<file path="src/rtl/astar_pkg.sv">
// Shared A* engine definitions: grid geometry, coordinate/cost types,
// step costs, direction encoding with dx/dy table, FSM state encoding,
// and a saturating cost adder.
package astar_pkg;

  localparam int GRID_W    = 20;
  localparam int GRID_H    = 20;
  localparam int COORD_W   = 8;
  localparam int ADDR_W    = 9;
  localparam int G_W       = 16;
  localparam int COST_ORTH = 10;
  localparam int COST_DIAG = 14;

  typedef logic [COORD_W-1:0] coord_t;
  typedef logic [G_W-1:0]     cost_t;
  typedef logic [ADDR_W-1:0]  addr_t;

  // Orthogonal directions occupy 0..3 so their index doubles as a wall-history slot
  typedef enum logic [2:0] {
    DIR_N  = 3'd0,
    DIR_E  = 3'd1,
    DIR_S  = 3'd2,
    DIR_W  = 3'd3,
    DIR_NE = 3'd4,
    DIR_SE = 3'd5,
    DIR_SW = 3'd6,
    DIR_NW = 3'd7
  } dir_t;

  typedef enum logic [2:0] {
    ST_IDLE      = 3'd0,
    ST_SELECT    = 3'd1,
    ST_WALL_WAIT = 3'd2,
    ST_WALL_CHK  = 3'd3,
    ST_EMIT      = 3'd4,
    ST_NEXT      = 3'd5,
    ST_DONE      = 3'd6
  } state_t;

  // x offset as 2-bit two's complement: 01 = +1, 11 = -1, 00 = 0
  function automatic logic [1:0] dir_dx(input dir_t d);
    case (d)
      DIR_E, DIR_NE, DIR_SE: return 2'b01;
      DIR_W, DIR_SW, DIR_NW: return 2'b11;
      default:               return 2'b00;
    endcase
  endfunction

  // y offset as 2-bit two's complement; north is toward y = 0
  function automatic logic [1:0] dir_dy(input dir_t d);
    case (d)
      DIR_N, DIR_NE, DIR_NW: return 2'b11;
      DIR_S, DIR_SE, DIR_SW: return 2'b01;
      default:               return 2'b00;
    endcase
  endfunction

  // Cost addition that clamps at all-ones instead of wrapping
  function automatic cost_t sat_add(input cost_t a, input cost_t b);
    logic [G_W:0] sum;
    sum = {1'b0, a} + {1'b0, b};
    if (sum[G_W]) return {G_W{1'b1}};
    else          return sum[G_W-1:0];
  endfunction

endpackage

</file>
<file path="src/rtl/nb_dir_decode.sv">
// Combinational direction decode: dir -> (dx, dy, step cost, diagonal flag).
module nb_dir_decode
  import astar_pkg::*;
(
  input  logic [2:0]     dir,
  output logic [1:0]     dx,
  output logic [1:0]     dy,
  output logic [G_W-1:0] cost,
  output logic           diag
);

  // Table lookup of offsets and cost for the current direction
  always_comb begin
    dx   = dir_dx(dir_t'(dir));
    dy   = dir_dy(dir_t'(dir));
    diag = dir[2];
    if (dir[2]) cost = cost_t'(COST_DIAG);
    else        cost = cost_t'(COST_ORTH);
  end

endmodule

</file>
<file path="src/rtl/neighbor_gen.sv">
// Neighbour generator for the A* engine: walks the directions around the
// node being expanded, drops out-of-bounds and walled cells, and emits each
// survivor over a valid/ready handshake.
// Optional macro DIAGONAL_EN: adds NE/SE/SW/NW with no corner cutting.
module neighbor_gen
  import astar_pkg::*;
(
  input  logic               Clk,
  input  logic               Reset,
  input  logic               start,
  input  logic [COORD_W-1:0] cur_x,
  input  logic [COORD_W-1:0] cur_y,
  input  logic [G_W-1:0]     cur_g,
  output logic               wall_rd_en,
  output logic [ADDR_W-1:0]  wall_addr,
  input  logic               wall_rd_data,
  output logic               nb_valid,
  input  logic               nb_ready,
  output logic [COORD_W-1:0] nb_x,
  output logic [COORD_W-1:0] nb_y,
  output logic [G_W-1:0]     nb_g,
  output logic               busy,
  output logic               done,
  output logic [3:0]         nb_count
);

`ifdef DIAGONAL_EN
  localparam dir_t LAST_DIR = DIR_NW;
`else
  localparam dir_t LAST_DIR = DIR_W;
`endif

  state_t state_r;
  dir_t   dir_r;
  coord_t cur_x_r;
  coord_t cur_y_r;
  cost_t  cur_g_r;

  logic [1:0] dx_s;
  logic [1:0] dy_s;
  cost_t      cost_s;
  logic       diag_s;
  coord_t     cand_x_s;
  coord_t     cand_y_s;
  addr_t      addr_s;
  logic       oob_s;
  logic       corner_blk_s;

`ifdef DIAGONAL_EN
  // Wall results of N/E/S/W seen in this expansion, indexed by direction
  logic [3:0] orth_wall_r;
`endif

  nb_dir_decode u_dir_decode (
    .dir  (dir_r),
    .dx   (dx_s),
    .dy   (dy_s),
    .cost (cost_s),
    .diag (diag_s)
  );

  // Candidate coordinates, bounds test and wall bitmap address
  always_comb begin
    cand_x_s = cur_x_r + {{(COORD_W-2){dx_s[1]}}, dx_s};
    cand_y_s = cur_y_r + {{(COORD_W-2){dy_s[1]}}, dy_s};
    oob_s    = ((dx_s == 2'b11) && (cur_x_r == {COORD_W{1'b0}}))       ||
               ((dx_s == 2'b01) && (cur_x_r == coord_t'(GRID_W - 1)))  ||
               ((dy_s == 2'b11) && (cur_y_r == {COORD_W{1'b0}}))       ||
               ((dy_s == 2'b01) && (cur_y_r == coord_t'(GRID_H - 1)));
    addr_s   = addr_t'(cand_y_s) * addr_t'(GRID_W) + addr_t'(cand_x_s);
  end

  // Diagonal is blocked when either orthogonal cell it squeezes between is a wall
  always_comb begin
    corner_blk_s = 1'b0;
`ifdef DIAGONAL_EN
    case (dir_r)
      DIR_NE:  corner_blk_s = orth_wall_r[DIR_N] | orth_wall_r[DIR_E];
      DIR_SE:  corner_blk_s = orth_wall_r[DIR_S] | orth_wall_r[DIR_E];
      DIR_SW:  corner_blk_s = orth_wall_r[DIR_S] | orth_wall_r[DIR_W];
      DIR_NW:  corner_blk_s = orth_wall_r[DIR_N] | orth_wall_r[DIR_W];
      default: corner_blk_s = 1'b0;
    endcase
`else
    // No wall history is kept without diagonals; the flag only qualifies the term
    corner_blk_s = diag_s & 1'b0;
`endif
  end

`ifdef DIAGONAL_EN
  // Record orthogonal wall results; out-of-bounds orthogonals imply out-of-bounds diagonals
  always_ff @(posedge Clk) begin
    if (Reset) begin
      orth_wall_r <= 4'b0000;
    end else if (state_r == ST_IDLE && start) begin
      orth_wall_r <= 4'b0000;
    end else if (state_r == ST_WALL_CHK && !diag_s) begin
      orth_wall_r[dir_r[1:0]] <= wall_rd_data;
    end else begin
      orth_wall_r <= orth_wall_r;
    end
  end
`endif

  // Expansion FSM with all outputs registered
  always_ff @(posedge Clk) begin
    if (Reset) begin
      state_r    <= ST_IDLE;
      dir_r      <= DIR_N;
      cur_x_r    <= {COORD_W{1'b0}};
      cur_y_r    <= {COORD_W{1'b0}};
      cur_g_r    <= {G_W{1'b0}};
      wall_rd_en <= 1'b0;
      wall_addr  <= {ADDR_W{1'b0}};
      nb_valid   <= 1'b0;
      nb_x       <= {COORD_W{1'b0}};
      nb_y       <= {COORD_W{1'b0}};
      nb_g       <= {G_W{1'b0}};
      busy       <= 1'b0;
      done       <= 1'b0;
      nb_count   <= 4'd0;
    end else begin
      wall_rd_en <= 1'b0;
      done       <= 1'b0;
      case (state_r)
        ST_IDLE: begin
          if (start) begin
            cur_x_r  <= cur_x;
            cur_y_r  <= cur_y;
            cur_g_r  <= cur_g;
            dir_r    <= DIR_N;
            busy     <= 1'b1;
            nb_count <= 4'd0;
            state_r  <= ST_SELECT;
          end else begin
            state_r  <= ST_IDLE;
          end
        end
        ST_SELECT: begin
          if (oob_s || corner_blk_s) begin
            state_r    <= ST_NEXT;
          end else begin
            wall_addr  <= addr_s;
            wall_rd_en <= 1'b1;
            state_r    <= ST_WALL_WAIT;
          end
        end
        ST_WALL_WAIT: begin
          state_r <= ST_WALL_CHK;
        end
        ST_WALL_CHK: begin
          if (wall_rd_data) begin
            state_r  <= ST_NEXT;
          end else begin
            nb_x     <= cand_x_s;
            nb_y     <= cand_y_s;
            nb_g     <= sat_add(cur_g_r, cost_s);
            nb_valid <= 1'b1;
            state_r  <= ST_EMIT;
          end
        end
        ST_EMIT: begin
          if (nb_ready) begin
            nb_valid <= 1'b0;
            nb_count <= nb_count + 4'd1;
            state_r  <= ST_NEXT;
          end else begin
            state_r  <= ST_EMIT;
          end
        end
        ST_NEXT: begin
          if (dir_r == LAST_DIR) begin
            done    <= 1'b1;
            state_r <= ST_DONE;
          end else begin
            dir_r   <= dir_t'(dir_r + 3'd1);
            state_r <= ST_SELECT;
          end
        end
        ST_DONE: begin
          busy    <= 1'b0;
          state_r <= ST_IDLE;
        end
        default: begin
          nb_valid <= 1'b0;
          busy     <= 1'b0;
          state_r  <= ST_IDLE;
        end
      endcase
    end
  end

endmodule
</file>
<file path="config.mk">
export PLATFORM = sky130hd
export DESIGN_NAME = neighbor_gen
export DESIGN_NICKNAME = d
export VERILOG_FILES = /design/src/rtl/astar_pkg.sv /design/src/rtl/nb_dir_decode.sv /design/src/rtl/neighbor_gen.sv
export SDC_FILE = /design/constraint.sdc
export NUM_CORES = 1
export LEC_CHECK = 0
export ABC_AREA = 1
export CORE_MARGIN = 2
export CORE_UTILIZATION = 57
export DETAILED_ROUTE_END_ITERATION = 12
export HOLD_SLACK_MARGIN = 0.02
export PLACE_DENSITY_LB_ADDON = 0.12
export SLEW_MARGIN = 10
export SYNTH_ARGS = -nofsm -noshare
export SYNTH_HDL_FRONTEND = slang
export SYNTH_SLANG_ARGS = --single-unit
</file>
<file path="constraint.sdc">
create_clock -name Clk -period 6.2 [get_ports Clk]
set_input_delay 1.24 -clock Clk [delete_from_list [all_inputs] [get_ports Clk]]
set_output_delay 1.24 -clock Clk [all_outputs]
set_load 0.01 [all_outputs]
</file>
# == Yosys cells after proc, flatten, opt, wreduce, memory -nomap -nowiden ==
# Cells that the tools add are included.
# totals
rom_bits,0
elab_cells,101
input_bits,37
latchBits,0
output_inout_bits,49
ram_bits,0
n_memories,0
regBits,87
# classes
n_bitwise,6
order_cmp,0
div_mod_pow,0
n_mul,1
n_shift,0
eq_ne,23
n_mux,23
add_sub_neg,6
n_reduce_logical,28
# op_table
operator,n
3-bit equality test (second input constant),7
3-bit case mux with 6 select lines,1
16-bit by 16-bit adder with 17-bit output,1
8-bit adder,2
8-bit by 5-bit equality test with 1-bit output (second input constant),2
8-bit logical NOT,2
16-bit 2-to-1 mux,1
3-bit 2-to-1 mux,5
3-bit by 2-bit equality test with 1-bit output (second input constant),4
3-bit OR reduction,4
5-bit OR reduction,2
9-bit by 8-bit adder with 9-bit output,1
3-bit AND reduction,3
8-bit by 3-bit multiplier with 7-bit output (second input constant),1
1-bit 2-to-1 mux,8
4-bit 2-to-1 mux,2
2-bit inequality test (second input constant),4
2-bit case mux with 2 select lines,2
4-bit case mux with 2 select lines,1
2-bit AND reduction,4
3-bit by 1-bit equality test with 1-bit output (second input constant),2
3-bit logical NOT,2
1-bit inverter,6
3-bit case mux with 2 select lines,1
10 further kinds,19

# == Longest topological paths before layout ==
# Gate-level depths: netlist of run 1.
# logic_depth
depth_word,10
ltp_mapped,28
depth_no_buf,28

# == Hierarchy ==
# A second synthesis of run 1 with hierarchy kept.
# hier_totals
hier_cells,784
area_unflattened_um2,5451.5
# modules_own_cells
module,area_each_um2,cells_each,seq_area_each_um2,n_inst
neighbor_gen,5262.5,751,1741.7,1
nb_dir_decode,188.9,33,0.0,1

# == Worst setup path after synthesis of run 1 ==
# OpenSTA, ideal clock, no wires.
# synth_timing
kind,register -> register
startpoint,reg dir_r[0]
endpoint,reg wall_addr[8]
n_path_buf,0
stages_incl_launch_ff,24
setup_time_ps,120
path_slack_ps,2133
period_less_slack_ps,4067
t_required_ps,6080
arrival_ps,3947
cell_sequence,dfxtp_1 -> ha_1 -> ha_1 -> nor2_1 -> inv_1 -> ha_1 -> a21oi_1 -> nand2_1 -> xor2_1 -> ha_1 -> ha_1 -> fa_1 -> xor2_1 -> ha_1 -> nand2_1 -> inv_1 -> nand2_1 -> nand3_1 -> inv_1 -> nand2_1 -> nand2_1 -> nand3_1 -> nand2_1 -> a21oi_1
# synth_via
elab_cells_between_ends,31
classes_between,3 x add/sub; 1 x mul; 11 x eq/ne; 2 x mux; 1 x bitwise; 13 x reduce/logical
# synth_lines
element,line_no,rtl
start: declaration,neighbor_gen.sv:34,dir_t dir_r;
start signal: assignment,neighbor_gen.sv:176,dir_r <= dir_t'(dir_r + 3'd1);
3-bit by 2-bit equality test with 1-bit output (tied with other cells),astar_pkg.sv:51,case (d)
3-bit OR reduction,astar_pkg.sv:51,
2-bit case mux with 2 select lines *,astar_pkg.sv:51,
8-bit adder *,neighbor_gen.sv:65,"cand_y_s = cur_y_r + {{(COORD_W-2){dy_s[1]}}, dy_s};"
via cand_y_s[3],neighbor_gen.sv:44,coord_t cand_y_s;
8-bit by 3-bit multiplier with 7-bit output *,neighbor_gen.sv:70,addr_s = addr_t'(cand_y_s) * addr_t'(GRID_W) + addr_t'(cand_x_s);
9-bit by 8-bit adder with 9-bit output *,neighbor_gen.sv:70,
end signal: assignment,neighbor_gen.sv:114,wall_addr <= {ADDR_W{1'b0}};
end signal: assignment,neighbor_gen.sv:143,wall_addr <= addr_s;
end: declaration,neighbor_gen.sv:15,"output logic [ADDR_W-1:0] wall_addr,"
# Mark *: on every way through the listed nets, which the timed path passes. The rest lies on a longest branch.
# A chain may end at the register's enable or synchronous reset.

# == Final worst setup path of run 1 ==
# Same ends and word-level chain as after synthesis.

==> results by group, run 1 <==
GRT
  – Sum of overflow across all layers after global routing: 0
  – Number of antenna violations at the first check in global routing: 0
  – Wire length of the first global-routing pass: ~18000 microns
  – Via count of the first global-routing pass: about 4100
  – All-Layer GR Usage: 26.1%
  – Maximum number of pins on one net before global-route repair: 55

Yosys
  – Portion of synthesized cell area occupied by the leading cell type: a little under two fifths
  – Number of instances in the synthesized netlist: between 600 and 700
  – Library cell with the largest summed area after synthesis: sky130_fd_sc_hd__dfxtp_1
  – Number of storage elements in the synthesis netlist: between 80 and 90
  – Yosys cell types: 35
  – Mapped cell area: between 0.004 and 0.005 sq mm
  – Number of enable-type register cells in the synthesized netlist: 0
  – Yosys warnings: 0
  – Post-synthesis average cell area: approximately 7.4 sq um
  – Cells taking the most area after synthesis: sky130_fd_sc_hd__dfxtp_1, sky130_fd_sc_hd__ha_1, sky130_fd_sc_hd__o21ai_0, sky130_fd_sc_hd__nand2_1, sky130_fd_sc_hd__inv_1
  – Async set or reset register ratio after synthesis: 0%
  – Sequential-to-total area share from yosys stat: a little under two fifths
  – Synth Flop Type: sky130_fd_sc_hd__dfxtp_1
  – Nets in the synthesized netlist: between 700 and 800

Pwr
  – Power spent charging and discharging nets: around 1400 uW
  – Maximum ir drop on the vdd rail: about 0.00033 V
  – Combinational group share of total power: 61.5%
  – Part of the total power dissipated in sequential elements: 26.4%
  – Clock group share of total power: about 12%
  – Switching fraction of total power: approximately 48%
  – Power per Cell Area: approximately 510 mW/mm^2
  – Leakage power of the design: around 0.0026 uW
  – Internal Power: around 1600 uW

Clock network
  – # H-tree levels: 3
  – Clock tree sinks: 87
  – Number of clock buffers inserted by TritonCTS: 9
  – Buffer count from post-CTS setup fixing: 0
  – Clock Tree Buf Depth: 2
  – Clock tree from TritonCTS: built
  – Clock slew at reported path FFs: about 0.080 ns
  – Quantity of gates resized following cts: 0
  – Clk root buf: sky130_fd_sc_hd__clkbuf_8
  – Later-pin clock latency in the skew report: roughly 0.36 ns
  – Quantity of hold-fixing buffers added after cts: 0

Setup path
  – Biggest fanout along the worst timing path: 7
  – Arrival time of the worst setup path: a little under 5 ns
  – Register-to-register setup slack: approximately 1.6 ns
  – Setup crit end kind: register
  – Startpoint type of the worst setup path: register
  – Type of the worst setup path: reg -> reg
  – Worst endpoint required time: about 6.4 ns

Finish
  – Ant. Diodes: 0
  – Most common library cell in the layout ignoring fill and taps: sky130_fd_sc_hd__nand2_1
  – Combined area of the multi-input logic cells: between 0.002 and 0.003 sq mm
  – Proportion of layout cells with a drive suffix above 1: about 5.4%
  – Final-layout fill cell count: 637
  – Footprint of the flip-flops and latches: roughly 0.0017 sq mm
  – Top library cells by usage in the layout, fill and taps aside: sky130_fd_sc_hd__nand2_1, sky130_fd_sc_hd__inv_1, sky130_fd_sc_hd__dfxtp_1, sky130_fd_sc_hd__clkdlybuf4s50_1, sky130_fd_sc_hd__o21ai_0
  – Non-Filler Instances: just over 800
  – P&R area growth vs syn: 23.2%
  – Net total in the final layout: approximately 800

Floorplanning
  – Die Width: 95.0 microns
  – Overall die height: between 90 and 100 microns
  – Placeable Area: between 0.008 and 0.009 sq mm
  – Effective utilization at floorplan: around 58%
  – Area of the die: about 0.0090 sq mm
  – Count of pins on the block boundary: between 80 and 90
  – Standard-cell row count: 33

Timing
  – Hold violation total from the final report: 0
  – Time the final worst path needs with I/O delays and setup: between 4 and 5 ns
  – Actual transition at the worst max-transition pin: between 0.8 and 0.9 ns
  – RSZ-0062 raised after global routing: false
  – Final number of setup-violating endpoints: 0
  – Share of the cycle needed by the critical path after routing: 74.9%
  – Remaining max-slew budget at the tightest pin: around 46%
  – Worst Hold Slack: 0.447 ns
  – Post-Route Setup TNS: 0 ns
  – Final number of max-transition violations: 0
  – FMAX: roughly 220 MHz
  – Worst clock skew on the final layout: between 0.01 and 0.015 ns

Route
  – Final wirelength: 11400 microns
  – Average wire per standard cell: ~14 microns
  – Vias after detailed routing: between 4000 and 5000
  – Antenna-violating nets left: 0
  – Initial DRC Count: 170
  – First drt pass iteration count: 7
  – DRC violation count after routing: 0
  – Drt via density: around 5.3

Hold path
  – Hold Crit Class: reg -> reg

Outcome
  – Run status: complete, no violations

Place
  – DP Cell Count: 812
  – Total half-perimeter wirelength after legalization and detailed placement: between 8000 and 9000 microns
  – Final GP Congestion: 0.867
  – Number of buffers inserted by port buffering: 85

Run
  – Maximum capacitance violations: 0
-- layer usage --
metal	GRT usage, %	up-vias	routed length (microns)
met1	31.4	2015	5090
met4	8.33	0	232
met3	4.58	23	452
li1	-	2257	-
met5	0	-	0
met2	47.1	113	5600
-- metrics by stage --
step           setup slack, ns  total power [uW]  util (%)  instance area (sq um)
6_report                  1.56              2990      71.5                   5820
5_1_grt                   1.08              3280      71.5                   5820
4_1_cts                   1.61              2970      71.5                   5820
3_5_place_dp              1.62              2600      69.4                   5650
3_3_place_gp              1.87              2530      69.4                   5650
2_1_floorplan             2.13              2130         -                   4720
-- cell type report --
| cell class | count | share of cell area [%] |
|---|---|---|
| multi-input combinational | 443 | 44.1 |
| clock inverter | 6 | 0.796 |
| sequential | 87 | 29.9 |
| timing repair buffer | 88 | 15.0 |
| inverter | 89 | 5.74 |
| tap | 105 | 2.26 |
| clock buffer | 10 | 2.19 |
-- power groups by stage --
stage	clock, uW	combinational, uW	sequential, uW
global placement	0	1740	793
finish	363	1840	788
global route	390	2090	804
CTS	370	1820	786
floorplan	0	1330	798
detailed placement	0	1800	798
-- synth_stat cells, types with 8 or more instances --
master,n
sky130_fd_sc_hd__nand2_1,89
sky130_fd_sc_hd__xor2_1,19
sky130_fd_sc_hd__nand4_1,13
sky130_fd_sc_hd__a21oi_2,8
sky130_fd_sc_hd__nor2_1,68
sky130_fd_sc_hd__a21oi_1,62
sky130_fd_sc_hd__inv_1,87
sky130_fd_sc_hd__clkbuf_1,14
sky130_fd_sc_hd__nand3_1,36
sky130_fd_sc_hd__ha_1,36
sky130_fd_sc_hd__o21ai_0,70
sky130_fd_sc_hd__dfxtp_1,87
-- logic make-up after synthesis --
kind of cell | count (synthesis) | share of synthesized area, %
compound gates | 156 | 17.9
xor+xnor | 23 | 4.26
fa+ha+maj | 41 | 11.7
buf+inv | 108 | 8.84
flops | 87 | 36.9
simple gates | 223 | 20.5
-- final timing paths --
check,startpoint,cells past startpoint,to
hold reg to reg,cur_g_r[1],1,nb_g[1]
hold / removal,cur_g_r[1],1,nb_g[1]
setup reg to reg,dir_r[0],24,wall_addr[8]
setup / recovery,dir_r[0],24,wall_addr[8]
-- sequential cells by signal, summed over array words and instances, names as in the netlist --
register / flops
wall_addr: 9
dir_r: 3
cur_y_r: 8
nb_y: 8
busy: 1
cur_g_r: 16
state_r: 3
nb_valid: 1
nb_count: 4
done: 1
cur_x_r: 8
nb_g: 16
nb_x: 8
wall_rd_en: 1
-- worst max-delay path, cell delays in order, from the launching register on --
cell and delay [ns]:
sky130_fd_sc_hd__dfxtp_1 0.35, sky130_fd_sc_hd__ha_1 0.26, sky130_fd_sc_hd__ha_1 0.21, sky130_fd_sc_hd__nor2_1 0.32, sky130_fd_sc_hd__inv_1 0.24, sky130_fd_sc_hd__ha_1 0.41, sky130_fd_sc_hd__a21oi_1 0.21, sky130_fd_sc_hd__nand2_1 0.10
sky130_fd_sc_hd__xor2_1 0.26, sky130_fd_sc_hd__ha_1 0.28, sky130_fd_sc_hd__ha_1 0.22, sky130_fd_sc_hd__fa_1 0.38, sky130_fd_sc_hd__xor2_1 0.17, sky130_fd_sc_hd__ha_1 0.34, sky130_fd_sc_hd__nand2_1 0.10, sky130_fd_sc_hd__nor2_1 0.14
sky130_fd_sc_hd__nand2_1 0.08, sky130_fd_sc_hd__nand3_1 0.09, sky130_fd_sc_hd__inv_1 0.05, sky130_fd_sc_hd__nand2_1 0.05, sky130_fd_sc_hd__nand2_1 0.06, sky130_fd_sc_hd__inv_1 0.05, sky130_fd_sc_hd__nand2_1 0.05, sky130_fd_sc_hd__nand2_1 0.06
sky130_fd_sc_hd__a21oi_1 0.06
Note: power is estimated with default switching activity, not from simulation.
==> run 2: changes to the inputs <==
--- a/config.mk
+++ b/config.mk
@@ -7,7 +7,7 @@
 export LEC_CHECK = 0
 export ABC_AREA = 1
 export CORE_MARGIN = 2
-export CORE_UTILIZATION = 57
+export CORE_UTILIZATION = 53
 export DETAILED_ROUTE_END_ITERATION = 12
 export HOLD_SLACK_MARGIN = 0.02
 export PLACE_DENSITY_LB_ADDON = 0.12
==> constraint.sdc (replaced) <==
create_clock -name Clk -period 4.4 [get_ports Clk]
set_input_delay 0.88 -clock Clk [delete_from_list [all_inputs] [get_ports Clk]]
set_output_delay 0.88 -clock Clk [all_outputs]
set_load 0.01 [all_outputs]
==> results by group, run 2 (synthesis results as in run 1) <==
Setup path
  – Largest delay share family, worst path: adder cells
  – Launching element of the worst setup path: dir_r[0]
  – Register-to-register setup slack: 0.22 ns
  – Critical Path Slowest Stage Cell: sky130_fd_sc_hd__fa_1
  – Arrival time of the worst setup path: between 4 and 5 ns
  – Type of the worst setup path: reg -> reg
  – Startpoint of the lowest-slack register-to-register path: dir_r[0]
  – Biggest cell delay along the critical path: around 0.44 ns
  – Cell occurring most often along the worst timing path: sky130_fd_sc_hd__nand2_1
  – Biggest fanout along the worst timing path: 5
  – Worst endpoint required time: 4.68 ns
  – Number of buffers and inverters on the critical path: 4
  – Setup crit end kind: register
  – Startpoint type of the worst setup path: register

Pwr
  – Leakage power of the design: roughly 0.0026 uW
  – Power per Cell Area: 740 mW/mm^2
  – Maximum ir drop on the vdd rail: 0.000416 V

Timing
  – FMAX: between 200 and 250 MHz
  – Worst clock skew on the final layout: ~0.012 ns
  – Hold violation total from the final report: 0
  – Share of the cycle needed by the critical path after routing: between 90% and 100%
  – Final number of setup-violating endpoints: 0
  – RSZ-0062 raised after global routing: false
  – Post-Route Setup TNS: 0 ns
  – Remaining max-slew budget at the tightest pin: a little over two fifths
  – Time the final worst path needs with I/O delays and setup: 4.18 ns
  – Actual transition at the worst max-transition pin: 0.841 ns
  – Worst Hold Slack: about 0.45 ns
  – Final number of max-transition violations: 0

Finish
  – Post-layout util: 67.9%
  – Final design area excluding fillers: slightly below 0.006 sq mm
  – P&R area growth vs syn: 24.7%
  – Net total in the final layout: ~800
  – Proportion of layout cells with a drive suffix above 1: between 6 and 7%
  – Most common library cell in the layout ignoring fill and taps: sky130_fd_sc_hd__nand2_1
  – Ant. Diodes: 0
  – Top library cells by usage in the layout, fill and taps aside: sky130_fd_sc_hd__nand2_1, sky130_fd_sc_hd__dfxtp_1, sky130_fd_sc_hd__inv_1, sky130_fd_sc_hd__clkdlybuf4s50_1, sky130_fd_sc_hd__o21ai_0
  – Final-layout fill cell count: about 750
  – Largest regs: cur_g_r: 16 flops, nb_g: 16 flops, wall_addr: 9 flops

Route
  – Vias after detailed routing: 4426
  – Average wire per standard cell: around 14 microns
  – Drt via density: 5.29
  – Final wirelength: approximately 11000 microns
  – Antenna-violating nets left: 0
  – Initial DRC Count: around 160
  – DRC violation count after routing: 0
  – First drt pass iteration count: 4

Clock network
  – Later-pin clock latency in the skew report: 0.35 ns
  – # H-tree levels: 3
  – Clock slew at reported path FFs: around 0.08 ns
  – Clock Tree Buf Depth: 2
  – Clock tree from TritonCTS: built
  – Clock tree sinks: slightly below 90
  – Clk root buf: sky130_fd_sc_hd__clkbuf_8
  – Number of clock buffers inserted by TritonCTS: 9

Floorplanning
  – Placeable Area: around 0.0087 sq mm
  – Count of pins on the block boundary: 86
  – Effective utilization at floorplan: 54.4%
  – Standard-cell row count: 34
  – Overall die height: 98.4 microns
  – Area of the die: ~0.0097 sq mm
  – Die Width: approximately 100 microns

Place
  – Total half-perimeter wirelength after legalization and detailed placement: around 8500 microns
  – Number of buffers inserted by port buffering: 85
  – Final GP Congestion: 0.927
  – Post-Place Cell Area: between 0.005 and 0.006 sq mm

GRT
  – All-Layer GR Usage: around a quarter
  – Maximum number of pins on one net before global-route repair: 54
  – Met3 Resource Use GR: 3.12%
  – Wire length of the first global-routing pass: around 19000 microns
  – Number of antenna violations at the first check in global routing: 0
  – Met2 capacity usage during global routing: roughly 43%
  – Busiest grt layer: met2
  – Via count of the first global-routing pass: ~4200
  – Sum of overflow across all layers after global routing: 0
  – Met1 Use GR: between 20% and 30%

Hold path
  – Beginning of the worst hold path: cur_g_r[1]
  – Hold Crit Class: reg -> reg

Outcome
  – Run status: complete, no violations

Run
  – Maximum capacitance violations: 0
run 2: changes by cell type in the layout (fill, tap and decap cells not counted), sizes merged:
cell	change
buf	+5
clkinvlp	-2
bufinv	+1
clkbuf	+1
clkinv	+1
inv	-1
run 2: path summary, 6_finish.rpt:
check,endpoint,cells past startpoint
setup / recovery,wall_addr[8],26
hold / removal,nb_g[1],1
setup reg to reg,wall_addr[8],26
hold reg to reg,nb_g[1],1
run 2: routing by layer:
layer  share of wire [%]  vias to the layer above
met2                  49                      129
met4                 2.2                        0
met1                  44                     2008
met3                 4.5                       24
li1                    -                     2265
met5                   0                        -
run 2: cell type report:
class | count | area (sq um) | share of cell area [%]
multi-input cells | 443 | 2570 | 43.7
flip-flops and latches | 87 | 1740 | 29.6
repair buffers | 93 | 911 | 15.5
inverters | 89 | 334 | 5.67
clock buffers | 11 | 141 | 2.40
well taps | 108 | 135 | 2.29
clock inverters | 5 | 57.6 | 0.977
run 2: metrics by stage:
step | cells | worst slack [ns] | power (uW)
final | 836 | 0.218 | 4360
after global routing | 836 | 0.0189 | 4730
after CTS | 835 | 0.136 | 4260
after detailed placement | 819 | 0.189 | 3680
after global placement | 819 | 0.293 | 3600
after floorplan | 638 | 0.333 | 3010
run 2: worst reg2reg max path: cells and delay by family, from the launching register on:
family	cells	cell delay, ns
adder cells (fa/ha/maj)	7	2.17
buffers and inverters	4	0.30
XOR/XNOR	1	0.18
AO/OA/AOI/OAI	1	0.11
AND/OR/NAND/NOR	13	1.01
flip-flops	1	0.35
run 2: repair_timing:
action,4_1_cts,5_1_grt
gates resized for setup,0,4
setup endpoints to repair,0,2
setup buffers,0,1
hold buffers,0,0
run 2: power breakdown:
part | total, uW | internal (uW) | switching, uW
registers | 1110 | 968 | 143
logic | 2680 | 1100 | 1580
clock network | 567 | 279 | 288
total | 4360 | 2350 | 2020
